$ cat src/rtl/aes_sbox_pkg.sv
// Shared types and helpers for the AES SubBytes sequencer: FSM state codes, state sizes,
// byte-slice helper and FIPS-197 reference S-box points.
package aes_sbox_pkg;

    localparam int AES_STATE_W = 128;
    localparam int AES_NBYTES  = 16;

    typedef logic [1:0] state_t;
    localparam state_t ST_IDLE  = 2'd0;
    localparam state_t ST_RUN   = 2'd1;
    localparam state_t ST_DRAIN = 2'd2;
    localparam state_t ST_DONE  = 2'd3;

    localparam logic [7:0] FIPS_SBOX_00 = 8'h63;
    localparam logic [7:0] FIPS_SBOX_01 = 8'h7C;
    localparam logic [7:0] FIPS_SBOX_53 = 8'hED;

    // Byte 0 is the most significant byte of the state.
    function automatic logic [7:0] aes_byte(input logic [AES_STATE_W-1:0] st, input int idx);
        return st[AES_STATE_W-1-8*idx -: 8];
    endfunction

endpackage

$ cat src/rtl/aes_sbox_lane.sv
// One composite-field AES S-box: isomorphic map, GF(2^4) inversion, inverse map, affine.
// With SBOX_PIPE_EN defined the mapped nibble pair is registered (one cycle latency).
module aes_sbox_lane (
`ifdef SBOX_PIPE_EN
    input  logic       clk,
    input  logic       rst,
`endif
    input  logic [7:0] din,
    output logic [7:0] dout
);

    // Column i is the image of AES basis bit i; GF(16) = x^4+x+1, GF(256) = y^2+y+LAMBDA.
    localparam logic [63:0] ISO_COLS = {8'hEC, 8'h3F, 8'hD7, 8'h37, 8'h4A, 8'h40, 8'h23, 8'h01};
    localparam logic [63:0] INV_COLS = {8'h6B, 8'h04, 8'h5F, 8'hF2, 8'h50, 8'hE0, 8'h5C, 8'h01};
    localparam logic [3:0]  LAMBDA   = 4'hC;

    function automatic logic [7:0] lin_map(input logic [7:0] q, input logic [63:0] cols);
        logic [7:0] r;
        r = '0;
        for (int i = 0; i < 8; i++)
            if (q[i]) r = r ^ cols[8*i +: 8];
        return r;
    endfunction

    function automatic logic [3:0] gf4_mul(input logic [3:0] a, input logic [3:0] b);
        logic [3:0] r;
        logic [3:0] s;
        r = '0;
        s = a;
        for (int i = 0; i < 4; i++) begin
            if (b[i]) r = r ^ s;
            s = {s[2:0], 1'b0} ^ (s[3] ? 4'b0011 : 4'b0000);
        end
        return r;
    endfunction

    // a^14 == a^-1 in GF(16); zero maps to zero.
    function automatic logic [3:0] gf4_inv(input logic [3:0] a);
        logic [3:0] a2, a4, a8;
        a2 = gf4_mul(a, a);
        a4 = gf4_mul(a2, a2);
        a8 = gf4_mul(a4, a4);
        return gf4_mul(gf4_mul(a2, a4), a8);
    endfunction

    logic [7:0] mapped;
    logic [7:0] mapped_q;
    logic [3:0] ah, al, d, di;
    logic [7:0] inv8;

    assign mapped = lin_map(din, ISO_COLS);

`ifdef SBOX_PIPE_EN
    always_ff @(posedge clk or posedge rst) begin
        if (rst) mapped_q <= '0;
        else     mapped_q <= mapped;
    end
`else
    assign mapped_q = mapped;
`endif

    always_comb begin
        ah   = mapped_q[7:4];
        al   = mapped_q[3:0];
        d    = gf4_mul(gf4_mul(ah, ah), LAMBDA) ^ gf4_mul(ah, al) ^ gf4_mul(al, al);
        di   = gf4_inv(d);
        inv8 = lin_map({gf4_mul(ah, di), gf4_mul(ah ^ al, di)}, INV_COLS);
        dout = inv8 ^ {inv8[6:0], inv8[7]} ^ {inv8[5:0], inv8[7:6]}
                    ^ {inv8[4:0], inv8[7:5]} ^ {inv8[3:0], inv8[7:4]} ^ 8'h63;
    end

endmodule

$ cat src/rtl/sbox_subbytes_seq.sv
// AES SubBytes sequencer: streams a 128-bit state LANES bytes/cycle through S-box lanes,
// result after 16/LANES cycles (+1 with SBOX_PIPE_EN); holds result until out_ready.
module sbox_subbytes_seq
    import aes_sbox_pkg::*;
#(
    parameter int LANES = 1,
    parameter int XLEN  = 8
) (
    input  logic                   clk,
    input  logic                   rst,
    input  logic                   in_valid,
    output logic                   in_ready,
    input  logic [AES_STATE_W-1:0] in_state,
    output logic                   out_valid,
    input  logic                   out_ready,
    output logic [AES_STATE_W-1:0] out_state,
    output logic                   busy
);

    localparam int NGROUP = AES_NBYTES / LANES;
    localparam int CNT_W  = (NGROUP > 1) ? $clog2(NGROUP) : 1;

    state_t                 state;
    logic [CNT_W-1:0]       cnt;
    logic [AES_STATE_W-1:0] work;
    logic [AES_STATE_W-1:0] result;
    logic                   last_grp;
    logic [XLEN-1:0]        lane_in  [LANES];
    logic [XLEN-1:0]        lane_out [LANES];
    logic                   wr_en;
    logic [CNT_W-1:0]       wr_grp;

    assign last_grp = (cnt == CNT_W'(NGROUP - 1));

    for (genvar l = 0; l < LANES; l++) begin : g_lane
        assign lane_in[l] = aes_byte(work, int'(cnt) * LANES + l);
        aes_sbox_lane u_lane (
`ifdef SBOX_PIPE_EN
            .clk  (clk),
            .rst  (rst),
`endif
            .din  (lane_in[l]),
            .dout (lane_out[l])
        );
    end

    // With the lane pipeline, results land one cycle after their group was fed.
`ifdef SBOX_PIPE_EN
    always_ff @(posedge clk or posedge rst) begin
        if (rst) begin
            wr_en  <= 1'b0;
            wr_grp <= '0;
        end else begin
            wr_en  <= (state == ST_RUN);
            wr_grp <= cnt;
        end
    end
`else
    assign wr_en  = (state == ST_RUN);
    assign wr_grp = cnt;
`endif

    always_ff @(posedge clk or posedge rst) begin
        if (rst) begin
            state <= ST_IDLE;
            cnt   <= '0;
            work  <= '0;
        end else begin
            case (state)
                ST_IDLE: if (in_valid) begin
                    work  <= in_state;
                    cnt   <= '0;
                    state <= ST_RUN;
                end
                ST_RUN: begin
                    if (last_grp) begin
`ifdef SBOX_PIPE_EN
                        state <= ST_DRAIN;
`else
                        state <= ST_DONE;
`endif
                    end else begin
                        cnt <= cnt + CNT_W'(1);
                    end
                end
                ST_DRAIN: state <= ST_DONE;
                ST_DONE:  if (out_ready) state <= ST_IDLE;
                default:  state <= ST_IDLE;
            endcase
        end
    end

    always_ff @(posedge clk or posedge rst) begin
        if (rst) begin
            result <= '0;
        end else if (wr_en) begin
            for (int l = 0; l < LANES; l++)
                result[AES_STATE_W-1-8*(int'(wr_grp)*LANES+l) -: 8] <= lane_out[l];
        end
    end

    assign in_ready  = (state == ST_IDLE);
    assign out_valid = (state == ST_DONE);
    assign busy      = (state != ST_IDLE);
    assign out_state = result;

endmodule

$ cat config.mk
export PLATFORM = sky130hd
export DESIGN_NAME = sbox_subbytes_seq
export DESIGN_NICKNAME = d
export VERILOG_FILES = /design/src/rtl/aes_sbox_pkg.sv /design/src/rtl/aes_sbox_lane.sv /design/src/rtl/sbox_subbytes_seq.sv
export SDC_FILE = /design/constraint.sdc
export NUM_CORES = 1
export LEC_CHECK = 0
export CAP_MARGIN = 15
export CORE_UTILIZATION = 25
export DETAILED_ROUTE_END_ITERATION = 8
export SLEW_MARGIN = 20
export SYNTH_ARGS = -nofsm -noshare
export SYNTH_HDL_FRONTEND = slang
export SYNTH_HIERARCHICAL = 1
export SYNTH_SLANG_ARGS = --single-unit
export TNS_END_PERCENT = 50
$ cat constraint.sdc
create_clock -name clk -period 10 [get_ports clk]
set_input_delay 2 -clock clk [delete_from_list [all_inputs] [get_ports clk]]
set_output_delay 2 -clock clk [all_outputs]
set_load 0.05 [all_outputs]
==> impl_metrics.toml <==
[outcome]
status = "finished clean"

[setup_path]
crit_family = "XOR/XNOR gates"
critical_path.endpoint = "out_state[31]"
cp_common_cell = "xnor2_1"
cp_slowest_cell = "mux4_2"
path_buf_inv = 1
cp_num_cells = 27
endpoint_kind = "register"
reg2reg_depth = 27
arrival_ns = 9.69
critPathMaxStageDelay_ns = 0.72
critPathLaunch = "cnt[0]"
crit-reg2reg-capture = "out_state[31]"
worstPathRequired_ns = 10.46
r2r-start = "cnt[0]"
crit_path_max_fanout = 19
regToRegSetupSlack_ns = 0.76
start_kind = "register"
crit_type = "reg2reg"

[cts]
postCtsSetupBuffers = 0
cts_buffer_depth = 3
cts_hold_buf = 0
htreeDepth = 1
clk-insertion-delay-late_ns = 0.56
cts.sinks = 262
cts_root_buffer = "clkbuf_16"
cts_tree = "yes"
cts_buffers = 28
clkTransAtPathRegs_ns = 0.06

[logic_synthesis]
synth_top_cell_by_area = "dfrtp_1"
synth_top_area_share_pct = 49.16
syn_inst = 1194
synth_warnings = 6
syn_area_mm2 = 0.01334
synth_seq_cells = 262
yosys_most_used_dff = "dfrtp_1"
async_reset_ff_share_pct = 100.0
yosys.cell_types.count = 80
synth_area_leaders = "dfrtp_1 (49%), mux2_2 (11%), nand2_1 (5.9%)"
synth_fp_nets = 1339
ys_seq_area_share_pct = 49.16
synth.avg_cell_area_um2 = 11.17
synth-edff-count = 0

[timing]
maxSlewViolCount = 0
period_minus_slack_ns = 9.239
setup-tns-final_ns = 0
hold_violations = 0
setup_viol = 0
slew_headroom_pct = 35.97
tightest_slew_ns = 0.9605
clock-skew-final_ns = 0.01696
rsz0062_at_grt = "false"
fin_crit_sh_pct = 92.39
fmax_mhz = 108.2

[final_layout]
stdcell_area_mm2 = 0.01759
multi_input_area_mm2 = 0.006379
syn_to_final_growth_pct = 31.87
final_common_cell = "clkdlybuf4s50_1"
seq_area_mm2 = 0.006561
n_fill_cell = 5261
mostFrequentLayoutCells = "clkdlybuf4s50_1 (262), dfrtp_1 (260), nand2_1 (208)"
nets = 1577
drive_above_1_share_pct = 17.22

[route]
wl_per_cell_um = 18.40
viasPerCell = 4.706
drtIter0Drc = 628
antenna_left = 0
vias = 10080
drcViolationCount = 0
routed_wl_mm = 39.41
first_pass_iters = 5

[placement]
dp_hpwl_mm = 29.73
globalplace.congestion = 0.8418
port_buffers = 262
place_area_mm2 = 0.01661

[floorplan]
die_x_um = 233.0
die_area_mm2 = 0.05427
core_area_mm2 = 0.05266
fp-row-count = 84
chipHeight_um = 233.0
ios = 263
start_util_pct = 25.33

[global_route]
grt_max_degree = 172
grt_pass1_wl_mm = 61.01
antenna_found_initial = 7
grt_pass1_vias = 10080
grt_overflow = 0
grtUsageTotal_pct = 14.45

[hold_path]
min_path_type = "reg2reg"

[flow_run]
maxCapViolCount = 0
cells in the mapped netlist, types with 7 or more instances:
library cell / number
xor2_1: 14
clkbuf_1: 21
xnor2_2: 10
buf_4: 11
buf_2: 33
inv_1: 12
o221ai_1: 15
mux2i_1: 37
nand2_1: 209
dfrtp_1: 262
nor3_1: 10
o21ai_0: 129
mux4_2: 17
xnor2_1: 42
o21ai_1: 21
o22ai_1: 12
a211oi_1: 7
nand3_1: 11
mux2_2: 129
a21oi_1: 20
nor2_1: 29
ha_1: 13
final cells by class:
cell class,count,area share (%)
clock buffers,41,4.724
multi-input cells,847,36.27
flip-flops and latches,262,37.31
diodes,2,0.02846
inverters,13,0.3201
well taps,688,4.895
clock inverters,9,0.7043
repair buffers,280,15.75
state kept, by name, summed over array words and instances, names as in the netlist:
register	flops
state	2
out_state	128
work	128
cnt	4
worst min path at each step:
stage,startpoint,endpoint,slack [ns],cells after the start
6_report,out_state[75],out_state[75],0.48,2
5_1_grt,out_state[34],out_state[34],0.50,2
4_1_cts,out_state[30],out_state[30],0.48,2
3_5_place_dp,out_state[34],out_state[34],0.47,2
3_3_place_gp,out_state[52],out_state[52],0.46,2
2_1_floorplan,work[115],work[115],0.47,1
stage by stage:
| stage | worst slack [ns] | std cells | utilization (%) | hold WS [ns] |
|---|---|---|---|---|
| 6_report | 0.7612 | 2142 | 33.40 | 0.4780 |
| 2_1_floorplan | 0.7881 | 1194 | - | 0.4704 |
| 5_1_grt | 0.1053 | 2140 | 33.39 | 0.4970 |
| 3_5_place_dp | 0.4715 | 2090 | 31.54 | 0.4692 |
| 4_1_cts | 0.4195 | 2140 | 33.35 | 0.4831 |
| 3_3_place_gp | 0.6781 | 2090 | 31.54 | 0.4639 |
per-layer routing:
layer,track usage [%],part of all wire (%),wire length (µm),vias to the layer above
met1,19.27,44,17410,4946
met5,0,0.16,65,-
met3,2.990,6.0,2347,60
met4,3.084,2.1,815,10
met2,23.98,48,18780,329
li1,-,-,-,4736
cells by family after synthesis:
group | count (synthesis) | synth area share, %
muxes | 187 | 17.30
buffers and inverters | 85 | 3.293
xor gates and xnor gates | 80 | 6.999
AOI/OAI and AO/OA | 248 | 11.44
DFF | 262 | 49.16
and+or+nand+nor | 317 | 10.43
adders and majority gates | 15 | 1.379
timing repair:
action | in CTS | in global routing
endpoints found under the hold margin | 0 | 0
gates resized for setup | 0 | 3
endpoints found under the setup margin | 0 | 64
worst reg2reg max path, cell delays in order, from the launching register on:
cell,delay [ns]
dfrtp_2,0.46
buf_4,0.40
mux4_1,0.66
mux4_2,0.72
xor2_2,0.30
and2_1,0.21
or2_2,0.36
ha_1,0.36
xor2_1,0.17
xnor2_1,0.32
xnor2_2,0.14
xor2_2,0.19
xnor2_4,0.41
xnor2_1,0.15
xnor2_1,0.15
ha_1,0.49
nor2b_1,0.27
o2111ai_1,0.14
o41ai_1,0.12
a2111o_1,0.43
nor2_2,0.44
mux2i_1,0.26
a22oi_1,0.10
xnor2_1,0.33
xor3_1,0.53
xnor2_1,0.60
nand2_1,0.22
o21ai_0,0.22
Power is left out: the tool's default activity adds up to more than one toggle a clock period on the data nets, which glitch-free logic cannot reach.
